$ cat config.mk
export PLATFORM = sky130hd
export DESIGN_NAME = pe_stream_scheduler
export DESIGN_NICKNAME = d
export VERILOG_FILES = /design/src/rtl/pe_stream_scheduler.sv
export SDC_FILE = /design/constraint.sdc
export NUM_CORES = 1
export LEC_CHECK = 0
export ABC_AREA = 1
export CAP_MARGIN = 30
export CORE_ASPECT_RATIO = 1.1
export CORE_MARGIN = 1.5
export CORE_UTILIZATION = 54
export CTS_BUF_LIST = sky130_fd_sc_hd__clkbuf_16
export CTS_CLUSTER_DIAMETER = 30
export DETAILED_ROUTE_END_ITERATION = 6
export PLACE_DENSITY = 0.94
export SYNTH_ARGS = -nofsm -noshare
export SYNTH_HDL_FRONTEND = slang
export SYNTH_SLANG_ARGS = --single-unit
$ cat constraint.sdc
create_clock -name clk_i -period 3.15 [get_ports clk_i]
set_input_delay 0.7875 -clock clk_i [delete_from_list [all_inputs] [get_ports clk_i]]
set_output_delay 0.7875 -clock clk_i [all_outputs]
set_load 0.01 [all_outputs]
$ cat src/rtl/pe_stream_scheduler.sv
// Per-PE stream sequencer. It walks the enabled channels, issues input and
// filter stream requests in the per-channel dataflow order, and then issues
// one PPU request. It reports done at layer end and keeps a sticky error flag
// for finish pulses that do not match the outstanding request.
module pe_stream_scheduler #(
   parameter int NUM_CH = 8,
   parameter int CNT_W  = 10,
   parameter int KG_W   = 4,
   parameter int NUM_PE = 4,
   parameter int PE_ID  = 0,
   localparam int CH_W  = (NUM_CH > 1) ? $clog2(NUM_CH) : 1,
   localparam int PE_W  = (NUM_PE > 1) ? $clog2(NUM_PE) : 1
) (
   input  logic                    clk_i,
   input  logic                    rst_ni,
   input  logic                    start_i,
   input  logic [NUM_CH-1:0]       cfg_valid_ch_i,
   input  logic [NUM_CH-1:0]       cfg_df_mode_i,
   input  logic [KG_W-1:0]         cfg_k_groups_i,
   input  logic [CNT_W-1:0]        cfg_weight_len_i,
   input  logic [NUM_CH*CNT_W-1:0] cfg_data_len_i,
   output logic                    req_valid_o,
   input  logic                    req_ready_i,
   output logic [1:0]              req_type_o,
   output logic [PE_W-1:0]         req_pe_o,
   output logic [CH_W-1:0]         req_ch_o,
   output logic [KG_W-1:0]         req_group_o,
   output logic [CNT_W-1:0]        req_len_o,
   input  logic                    input_finish_i,
   input  logic                    filter_finish_i,
   input  logic                    ppu_finish_i,
   output logic                    busy_o,
   output logic                    done_o,
   output logic                    err_o
);

   // Request index within a channel: df=0 needs up to 1+K, df=1 up to 2K.
   localparam int RW = KG_W + 1;
   localparam logic [1:0] T_IN  = 2'd0;
   localparam logic [1:0] T_FLT = 2'd1;
   localparam logic [1:0] T_PPU = 2'd2;

   typedef enum logic [2:0] {
      S_IDLE, S_SCAN, S_REQ, S_WAIT, S_PPU_REQ, S_PPU_WAIT, S_DONE
   } state_t;

   typedef struct packed {
      logic [1:0]       typ;
      logic [KG_W-1:0]  grp;
      logic [CNT_W-1:0] len;
   } req_f_t;

   state_t                         state_q;
   logic [NUM_CH-1:0]              vmask_q, df_q;
   logic [KG_W-1:0]                k_q;
   logic [CNT_W-1:0]               wlen_q;
   logic [NUM_CH-1:0][CNT_W-1:0]   dlen_q;
   logic [CH_W-1:0]                ch_q;
   logic [RW-1:0]                  r_q;
   logic                           req_valid_q, busy_q, done_q, err_q;
   logic [1:0]                     req_type_q;
   logic [CH_W-1:0]                req_ch_q;
   logic [KG_W-1:0]                req_group_q;
   logic [CNT_W-1:0]               req_len_q;

   logic                           found_d;
   logic [CH_W-1:0]                sel_ch_d, issue_ch_d;
   logic [RW-1:0]                  nreq_d, issue_r_d;
   logic                           last_d, fin_ok_d, bad_d;
   req_f_t                         nf_d;

   // Request fields for request index r of channel c, by dataflow order.
   function automatic req_f_t req_fields(input logic [CH_W-1:0] c, input logic [RW-1:0] r);
      req_f_t f;
      f.typ = T_FLT;
      f.len = wlen_q;
      if (!df_q[c]) begin
         f.grp = KG_W'(r - RW'(1));
         if (r == '0) begin
            f.typ = T_IN;
            f.grp = '0;
            f.len = dlen_q[c];
         end
      end else begin
         f.grp = KG_W'(r >> 1);
         if (r[0]) begin
            f.typ = T_IN;
            f.grp = '0;
            f.len = dlen_q[c];
         end
      end
      return f;
   endfunction

   // Lowest eligible channel at or above the current channel.
   always_comb begin
      found_d  = 1'b0;
      sel_ch_d = ch_q;
      for (int i = 0; i < NUM_CH; i++) begin
         if (!found_d && i >= int'(ch_q) && vmask_q[i] && dlen_q[i] != '0) begin
            found_d  = 1'b1;
            sel_ch_d = CH_W'(i);
         end
      end
   end

   // Request count for the current channel and the fields of the next request.
   always_comb begin
      nreq_d     = df_q[ch_q] ? {k_q, 1'b0} : ({1'b0, k_q} + RW'(1));
      last_d     = (r_q == nreq_d - RW'(1));
      issue_ch_d = (state_q == S_SCAN) ? sel_ch_d : ch_q;
      issue_r_d  = (state_q == S_SCAN) ? '0 : r_q + RW'(1);
      nf_d       = req_fields(issue_ch_d, issue_r_d);
   end

   // Classify finish pulses against the outstanding request.
   always_comb begin
      fin_ok_d = 1'b0;
      bad_d    = input_finish_i | filter_finish_i | ppu_finish_i;
      if (state_q == S_WAIT) begin
         fin_ok_d = (req_type_q == T_IN) ? input_finish_i : filter_finish_i;
         bad_d    = ((req_type_q == T_IN) ? filter_finish_i : input_finish_i) | ppu_finish_i;
      end else if (state_q == S_PPU_WAIT) begin
         fin_ok_d = ppu_finish_i;
         bad_d    = input_finish_i | filter_finish_i;
      end
   end

   // Layer sequencer with registered request and status outputs.
   always_ff @(posedge clk_i or negedge rst_ni) begin
      if (!rst_ni) begin
         state_q     <= S_IDLE;
         vmask_q     <= '0;
         df_q        <= '0;
         k_q         <= '0;
         wlen_q      <= '0;
         dlen_q      <= '0;
         ch_q        <= '0;
         r_q         <= '0;
         req_valid_q <= 1'b0;
         req_type_q  <= '0;
         req_ch_q    <= '0;
         req_group_q <= '0;
         req_len_q   <= '0;
         busy_q      <= 1'b0;
         done_q      <= 1'b0;
         err_q       <= 1'b0;
      end else begin
         done_q <= 1'b0;
         case (state_q)
            S_IDLE: if (start_i) begin
               vmask_q <= cfg_valid_ch_i;
               df_q    <= cfg_df_mode_i;
               k_q     <= (cfg_k_groups_i == '0) ? KG_W'(1) : cfg_k_groups_i;
               wlen_q  <= cfg_weight_len_i;
               dlen_q  <= cfg_data_len_i;
               err_q   <= 1'b0;
               busy_q  <= 1'b1;
               ch_q    <= '0;
               r_q     <= '0;
               state_q <= S_SCAN;
            end
            S_SCAN: begin
               req_valid_q <= 1'b1;
               if (found_d) begin
                  ch_q        <= sel_ch_d;
                  r_q         <= '0;
                  req_type_q  <= nf_d.typ;
                  req_ch_q    <= sel_ch_d;
                  req_group_q <= nf_d.grp;
                  req_len_q   <= nf_d.len;
                  state_q     <= S_REQ;
               end else begin
                  req_type_q  <= T_PPU;
                  req_ch_q    <= '0;
                  req_group_q <= '0;
                  req_len_q   <= '0;
                  state_q     <= S_PPU_REQ;
               end
            end
            S_REQ: if (req_ready_i) begin
               req_valid_q <= 1'b0;
               state_q     <= S_WAIT;
            end
            S_WAIT: if (fin_ok_d) begin
               if (!last_d) begin
                  r_q         <= issue_r_d;
                  req_valid_q <= 1'b1;
                  req_type_q  <= nf_d.typ;
                  req_group_q <= nf_d.grp;
                  req_len_q   <= nf_d.len;
                  state_q     <= S_REQ;
               end else if (ch_q == CH_W'(NUM_CH - 1)) begin
                  req_valid_q <= 1'b1;
                  req_type_q  <= T_PPU;
                  req_ch_q    <= '0;
                  req_group_q <= '0;
                  req_len_q   <= '0;
                  state_q     <= S_PPU_REQ;
               end else begin
                  ch_q    <= ch_q + CH_W'(1);
                  state_q <= S_SCAN;
               end
            end
            S_PPU_REQ: if (req_ready_i) begin
               req_valid_q <= 1'b0;
               state_q     <= S_PPU_WAIT;
            end
            S_PPU_WAIT: if (fin_ok_d) begin
               busy_q  <= 1'b0;
               done_q  <= 1'b1;
               state_q <= S_DONE;
            end
            S_DONE:  state_q <= S_IDLE;
            default: state_q <= S_IDLE;
         endcase
         // A stray finish wins over the clear from a same-cycle start.
         if (bad_d) err_q <= 1'b1;
      end
   end

   assign req_valid_o = req_valid_q;
   assign req_type_o  = req_type_q;
   assign req_pe_o    = PE_W'(PE_ID);
   assign req_ch_o    = req_ch_q;
   assign req_group_o = req_group_q;
   assign req_len_o   = req_len_q;
   assign busy_o      = busy_q;
   assign done_o      = done_q;
   assign err_o       = err_q;

endmodule

==> results.toml, run 1 <==
[outcome]
status = "complete, no violations"

[route]
detail-route-antenna-nets = 0
vias_per_cell = 5.78
firstDrtPassIters = 6
remaining_drc_errors = 0
wire_per_inst_um = 17.3
vias = 7503
wl_um = 22500
drt_iter0_markers = 878

[critical_path]
cp_data_arrival_time_ns = 3.28
worstPathMaxFanout = 40
crit_path_start = "ch_q[1]"
critPathCaptureType = "flop"
startpoint_type = "flop"
r2r_start = "ch_q[1]"
path_class = "reg2reg"
cp.required_ns = 3.52

[clock_network]
hold_buffers = 0
clockBufferDepth = 2
cts_max_level = 4
numCtsBuffers = 17
cts-root-buf = "clkbuf_16"
clock_latency_ns = 0.43
cts.sinks = 144
cts_tree = "built"
clk_pin_slew_ns = 0.06

[die]
core_area_um2 = 14500
io_pins = 142
initial_core_util_pct = 55.5
die_w_um = 119
dieHeight_um = 131
die_area_um2 = 15600
rows = 46

[placement]
portBuffers = 139
hpwl_um = 15900
pre_cts_slack_ns = 0.172
place.gp.congestion = 0.938
placed_area_um2 = 9620

[cells_and_area]
drive_above_1_share_pct = 15.4
syn2layout_area_growth_pct = 26.6
n_fill_cell = 1082
nets = 1220
diodes = 0
stdcell_area_um2 = 10200

[global_routing]
grt_antenna_before_repair = 0
grt_pass1_vias = 7263
grt_busiest_layer = "met2"
grt_util_met1_pct = 38.0
grt_overflow = 0
gr-usage-met3_pct = 5.82
grt_max_degree = 67
use_met2_pct = 51.1
grt_pass1_wl_um = 36800
globalRouteTotalUtil_pct = 30.1

[worst_hold_path]
hold_class = "in2async"

[logic_synthesis]
synth-seq-cells = 144
synth-edff-count = 0
netlist_area_um2 = 8040
ys_seq_area_share_pct = 44.8
async_flop_share_pct = 100
ys_warn_count = 0
yosys_most_used_dff = "dfrtp_1"
ys_types = 44
synthCells = 966
syn_avg_cell_area_um2 = 8.33

[sta]
finalCriticalPeriod_ns = 2.91
timing_hold_violations_final = 0
fin_ws_ns = 0.235
setup_viol = 0
maxSlewViolCount = 0
timing.fmax_mhz = 343
holdWs_ns = 0.352
worstMarginPinSlew_ns = 0.711
fin_skew_ns = 0.00793
relSlewSlack_pct = 52.5
period_share_pct = 92.5
grt_setup_unrepaired = "no"
finalSetupTns_ns = 0

[job]
cap_viol_max_count = 0

[pwr]
finalPower_w = 0.0122
leakage_nw = 4.67
max-vdd-ir-drop_uv = 586
power_density_nw_per_um2 = 1200
cell type report:
cell class                 count  area, um2  area share (%)
clock buffer                  17        425            4.18
clock inverter                14        126            1.24
inverter                      61        229            2.25
timing repair buffer         156       1570            15.4
sequential                   144       3600            35.4
multi-input combinational    715       3990            39.1
tap                          192        240            2.36
flip-flops by register name (all words and copies together) (netlist names), 2 cells and up:
name	cells
dlen_q	80
req_group_o	4
req_ch_o	3
ch_q	3
req_len_o	10
wlen_q	10
state_q	3
req_type_o	2
vmask_q	8
df_q	8
r_q	5
k_q	4
worst max-delay path, cell delays in order (launching register included):
cell     delay (ns)
dfrtp_2        0.43
inv_2          0.09
ha_1           0.18
nor2_1         0.15
nor2_1         0.07
o21ai_2        0.11
nand3_1        0.11
nor2_1         0.17
nand3_1        0.15
nand2_1        0.11
nand2_2        0.07
nand3_4        0.12
buf_12         0.21
nand3_1        0.13
nand3_1        0.11
nand3_1        0.13
nand2_1        0.15
nand2_1        0.07
nand2_1        0.09
nand3_1        0.09
nand2_1        0.08
report_power, final:
group / total [W] / switching (W) / internal (W)
Clock: 0.00193 / 0.000785 / 0.00114
Sequential: 0.00354 / 0.000796 / 0.00274
Combinational: 0.00673 / 0.00409 / 0.00264
cell usage in the layout, fill, tap and decap left out, types with 7 or more instances in the layout:
cell	count
ha_1	8
o21ai_2	7
mux2_2	85
dfrtp_1	143
o21ai_0	17
clkdlybuf4s50_1	138
inv_2	7
inv_1	55
o21ai_1	11
nand2_1	211
nor2_1	133
nand4_1	11
clkbuf_16	17
buf_4	11
nand3_1	153
a21oi_1	25
path summary, 6_finish.rpt:
check | endpoint | slack (ns) | depth (start not counted)
max reg2reg | req_len_o[8] | 0.24 | 20
max in group asynchronous | dlen_q[38] | 1.97 | 2
min in group clk_i | req_ch_o[2] | 0.48 | 2
max | req_len_o[8] | 0.24 | 20
min reg2reg | req_ch_o[2] | 0.48 | 2
min | req_len_o[5] | 0.35 | 1
layer usage:
metal,vias up,wire (um)
met5,-,0
met4,0,835
met3,86,1710
met2,460,11200
met1,3496,8740
li1,3461,-
kinds of logic (layout without fill, tap and decap cells):
group / after synthesis / after routing / share of synthesized area (%)
DFF: 144 / 144 / 44.8
muxes: 86 / 86 / 12.0
other: 1 / 2 / 0.0466
adders and majority gates: 8 / 8 / 1.24
and+or+nand+nor: 533 / 533 / 29.1
xor gates and xnor gates: 8 / 8 / 1.06
AOI/OAI and AO/OA: 78 / 78 / 5.96
buffers and inverters: 108 / 248 / 5.77
synthesized netlist by cell type, types with 2 or more instances:
master | number | area (um2)
xor2_1 | 4 | 35.0
a21oi_1 | 25 | 125
mux2_2 | 85 | 957
nor2_2 | 3 | 18.8
dfrtp_1 | 144 | 3600
nand2_1 | 212 | 796
buf_2 | 14 | 70.1
buf_6 | 3 | 33.8
nand4_1 | 11 | 68.8
a31oi_1 | 3 | 18.8
ha_1 | 8 | 100
o21ai_1 | 11 | 55.1
o211ai_2 | 2 | 25.0
buf_1 | 2 | 7.51
nand2_2 | 3 | 18.8
buf_4 | 5 | 37.5
nand2_4 | 4 | 45.0
inv_1 | 54 | 203
xnor2_1 | 2 | 17.5
o22ai_1 | 3 | 18.8
o211ai_1 | 2 | 15.0
nand3_2 | 4 | 40.0
o21ai_2 | 7 | 61.3
nor3_1 | 3 | 15.0
o21ai_0 | 17 | 85.1
a22oi_1 | 3 | 22.5
nand3_1 | 153 | 766
xor2_2 | 2 | 32.5
nor2_4 | 2 | 22.5
clkbuf_1 | 23 | 86.3
inv_2 | 7 | 26.3
nor2_1 | 133 | 499
per-stage QoR:
step                std cells  util (%)
floorplan                 967         -
global placement         1267      66.3
detailed placement       1267      66.3
CTS                      1298      70.1
global route             1299      70.2
finish                   1299      70.2
repair_timing:
item	CTS	global route
gates resized for setup	0	2
endpoints found under the hold margin	0	0
setup buffers	0	1
setup endpoints to repair	0	14
No activity file was read; power rests on OpenSTA's default activity.
==> inputs of run 2 (changes only) <==
- PLACE_DENSITY: 0.94 -> unset
- PLACE_DENSITY_LB_ADDON: unset -> 0.08
==> run 2 against run 1 <==
The run now ends with DRC left. Worst hold slack worse by 0.027 ns. Cell area up 1.8%. Total power up 2.2%. Fmax down 0.29%. Cell count up 0.54%. Sequential power down 3%. Non-clock buffer count up 7. Core utilization up 1.3 points. Setup slack worse by 0.0086 ns. Largest power group unchanged.
==> results.toml, run 2 (synthesized netlist as in run 1, its figures left out) <==
[outcome]
status = "finished, violations left"
failed_checks = "DRC"

[route]
drt_iter0_markers = 561
detail-route-antenna-nets = 0
vias = 7149
remaining_drc_errors = 7
firstDrtPassIters = 7
vias_per_cell = 5.47
wire_per_inst_um = 16.0
wl_um = 20900

[critical_path]
r2r_slack_ns = 0.23
startpoint_type = "flop"
path_common_cell = "nand2_1"
crit_slowest_cell = "dfrtp_1"
worstPathMaxFanout = 10
critPathMaxStageDelay_ns = 0.35
r2r_start = "ch_q[0]"
cp_data_arrival_time_ns = 3.24
r2r_cells = 20
path_class = "reg2reg"
r2r-end = "req_len_o[5]"
cp.required_ns = 3.47
worstPathCellList = "inv_1 > ha_1 > inv_1 > nand2_1 > nand2_1 > o21bai_2 > nand3_1 > nor2_2 > nand3_1 > nand2_1 > nand2_1 > o21ai_4 > buf_4 > nand3_1 > nand3_1 > nand2_1 > nand2_1 > nand2_1 > nand3_1 > nand2_1"
critPathCaptureType = "flop"
crit_path_start = "ch_q[0]"
crit_path_end = "req_len_o[5]"

[global_routing]
globalRouteTotalUtil_pct = 27.2
grt_overflow = 0
grt_max_degree = 63
grt_pass1_wl_um = 33200
grt_antenna_before_repair = 0
grt_pass1_vias = 6651

[sta]
maxSlewViolCount = 0
setup_viol = 0
timing.fmax_mhz = 342
worstMarginPinSlew_ns = 0.705
timing_hold_violations_final = 0
period_share_pct = 92.8
fin_ws_ns = 0.227
fin_skew_ns = 0.00857
finalCriticalPeriod_ns = 2.92
relSlewSlack_pct = 52.7

[clock_network]
cts_max_level = 4
clk_pin_slew_ns = 0.06
hold_buffers = 0
clockBufferDepth = 2
cts_tree = "built"
cts.sinks = 144
cts-root-buf = "clkbuf_16"
clock_latency_ns = 0.43
numCtsBuffers = 17

[cells_and_area]
drive_above_1_share_pct = 16.2
final_cell_mix = "211 x nand2_1, 153 x nand3_1, 143 x dfrtp_1"
fin_util_pct = 71.5
n_fill_cell = 1174
diodes = 0
largest_reg_flops = 80
top_register = "dlen_q"
syn2layout_area_growth_pct = 29.0
final_common_cell = "nand2_1"
nets = 1228
instances_no_fill = 1306

[die]
rows = 46
dieHeight_um = 131
die_area_um2 = 15600
core_area_um2 = 14500
io_pins = 142
die_w_um = 119
initial_core_util_pct = 55.5

[pwr]
sw_frac_of_total_pct = 45.2
clockPowerShare_pct = 16.5
leakage_nw = 4.76
p_sw_w = 0.00564
p_int_w = 0.00683
p_comb_share_pct = 56.0
power_density_nw_per_um2 = 1200
pwr-share-seq_pct = 27.5
max-vdd-ir-drop_uv = 666

[job]
cap_viol_max_count = 0

[placement]
hpwl_um = 14900
portBuffers = 139
pre_cts_slack_ns = 0.0789
place_inst = 1268
place.gp.congestion = 0.910

[worst_hold_path]
hold_class = "in2async"
## run 2: changes by cell type in the layout (fill, tap and decap cells not counted), moves of 2 or more
cell / change
clkinv_1: -2
clkinvlp_4: -2
buf_4: +6
o21ai_4: +2
bufinv_16: +2
o21ai_2: -2
clkbuf_16: +2
## run 2: cell type report
cell class | instances | area [um2] | share of cell area [%]
multi-input cells | 716 | 4030 | 38.8
flip-flops and latches | 144 | 3600 | 34.8
repair buffers | 163 | 1670 | 16.1
clock buffers | 17 | 425 | 4.10
well taps | 192 | 240 | 2.32
inverters | 61 | 229 | 2.21
clock inverters | 13 | 173 | 1.66
## run 2: worst min-delay path by stage
stage | start | end | slack [ns] | cells past startpoint
6_report | rst_ni | k_q[3] | 0.32 | 1
4_1_cts | rst_ni | k_q[3] | 0.35 | 1
3_3_place_gp | req_valid_o | req_valid_o | 0.46 | 2
2_1_floorplan | vmask_q[5] | vmask_q[5] | 0.47 | 1
3_5_place_dp | req_valid_o | req_valid_o | 0.46 | 2
5_1_grt | rst_ni | k_q[3] | 0.38 | 1
## run 2: layer usage
| metal | track usage, % | part of all wire (%) | vias up |
|---|---|---|---|
| met5 | 0 | 0 | - |
| met4 | 12.7 | 3.1 | 0 |
| met3 | 4.86 | 4.9 | 44 |
| met2 | 45.1 | 49 | 259 |
| met1 | 35.2 | 43 | 3369 |
| li1 | - | - | 3477 |
## run 2: power groups by stage
stage	combinational (W)	sequential (W)	clock (W)
floorplan	0.00494	0.00327	0
global placement	0.00645	0.00342	0
detailed placement	0.00657	0.00344	0
CTS	0.00664	0.00342	0.00208
global route	0.00775	0.00353	0.00217
finish	0.00698	0.00343	0.00206
## run 2: per-stage QoR
step | total power, W | cell area, um2 | hold slack [ns] | setup TNS (ns)
2_1_floorplan | 0.00821 | 8050 | 0.473 | 0
3_3_place_gp | 0.00987 | 9630 | 0.456 | 0
4_1_cts | 0.0121 | 10200 | 0.354 | 0
6_report | 0.0125 | 10400 | 0.325 | 0
3_5_place_dp | 0.0100 | 9630 | 0.461 | 0
5_1_grt | 0.0134 | 10400 | 0.383 | -0.00376
## run 2: what timing repair did
action,4_1_cts,5_1_grt
setup buffers,0,5
endpoints found under the hold margin,0,0
resized for setup,0,6
setup endpoints to repair,0,15
## run 2: critical path, delay by kind of cell (launching register included)
kind	cells	cell delay (ns)
buf+inv	3	0.35
flops	1	0.35
fa+ha+maj	1	0.20
compound gates	2	0.40
simple gates	14	1.50
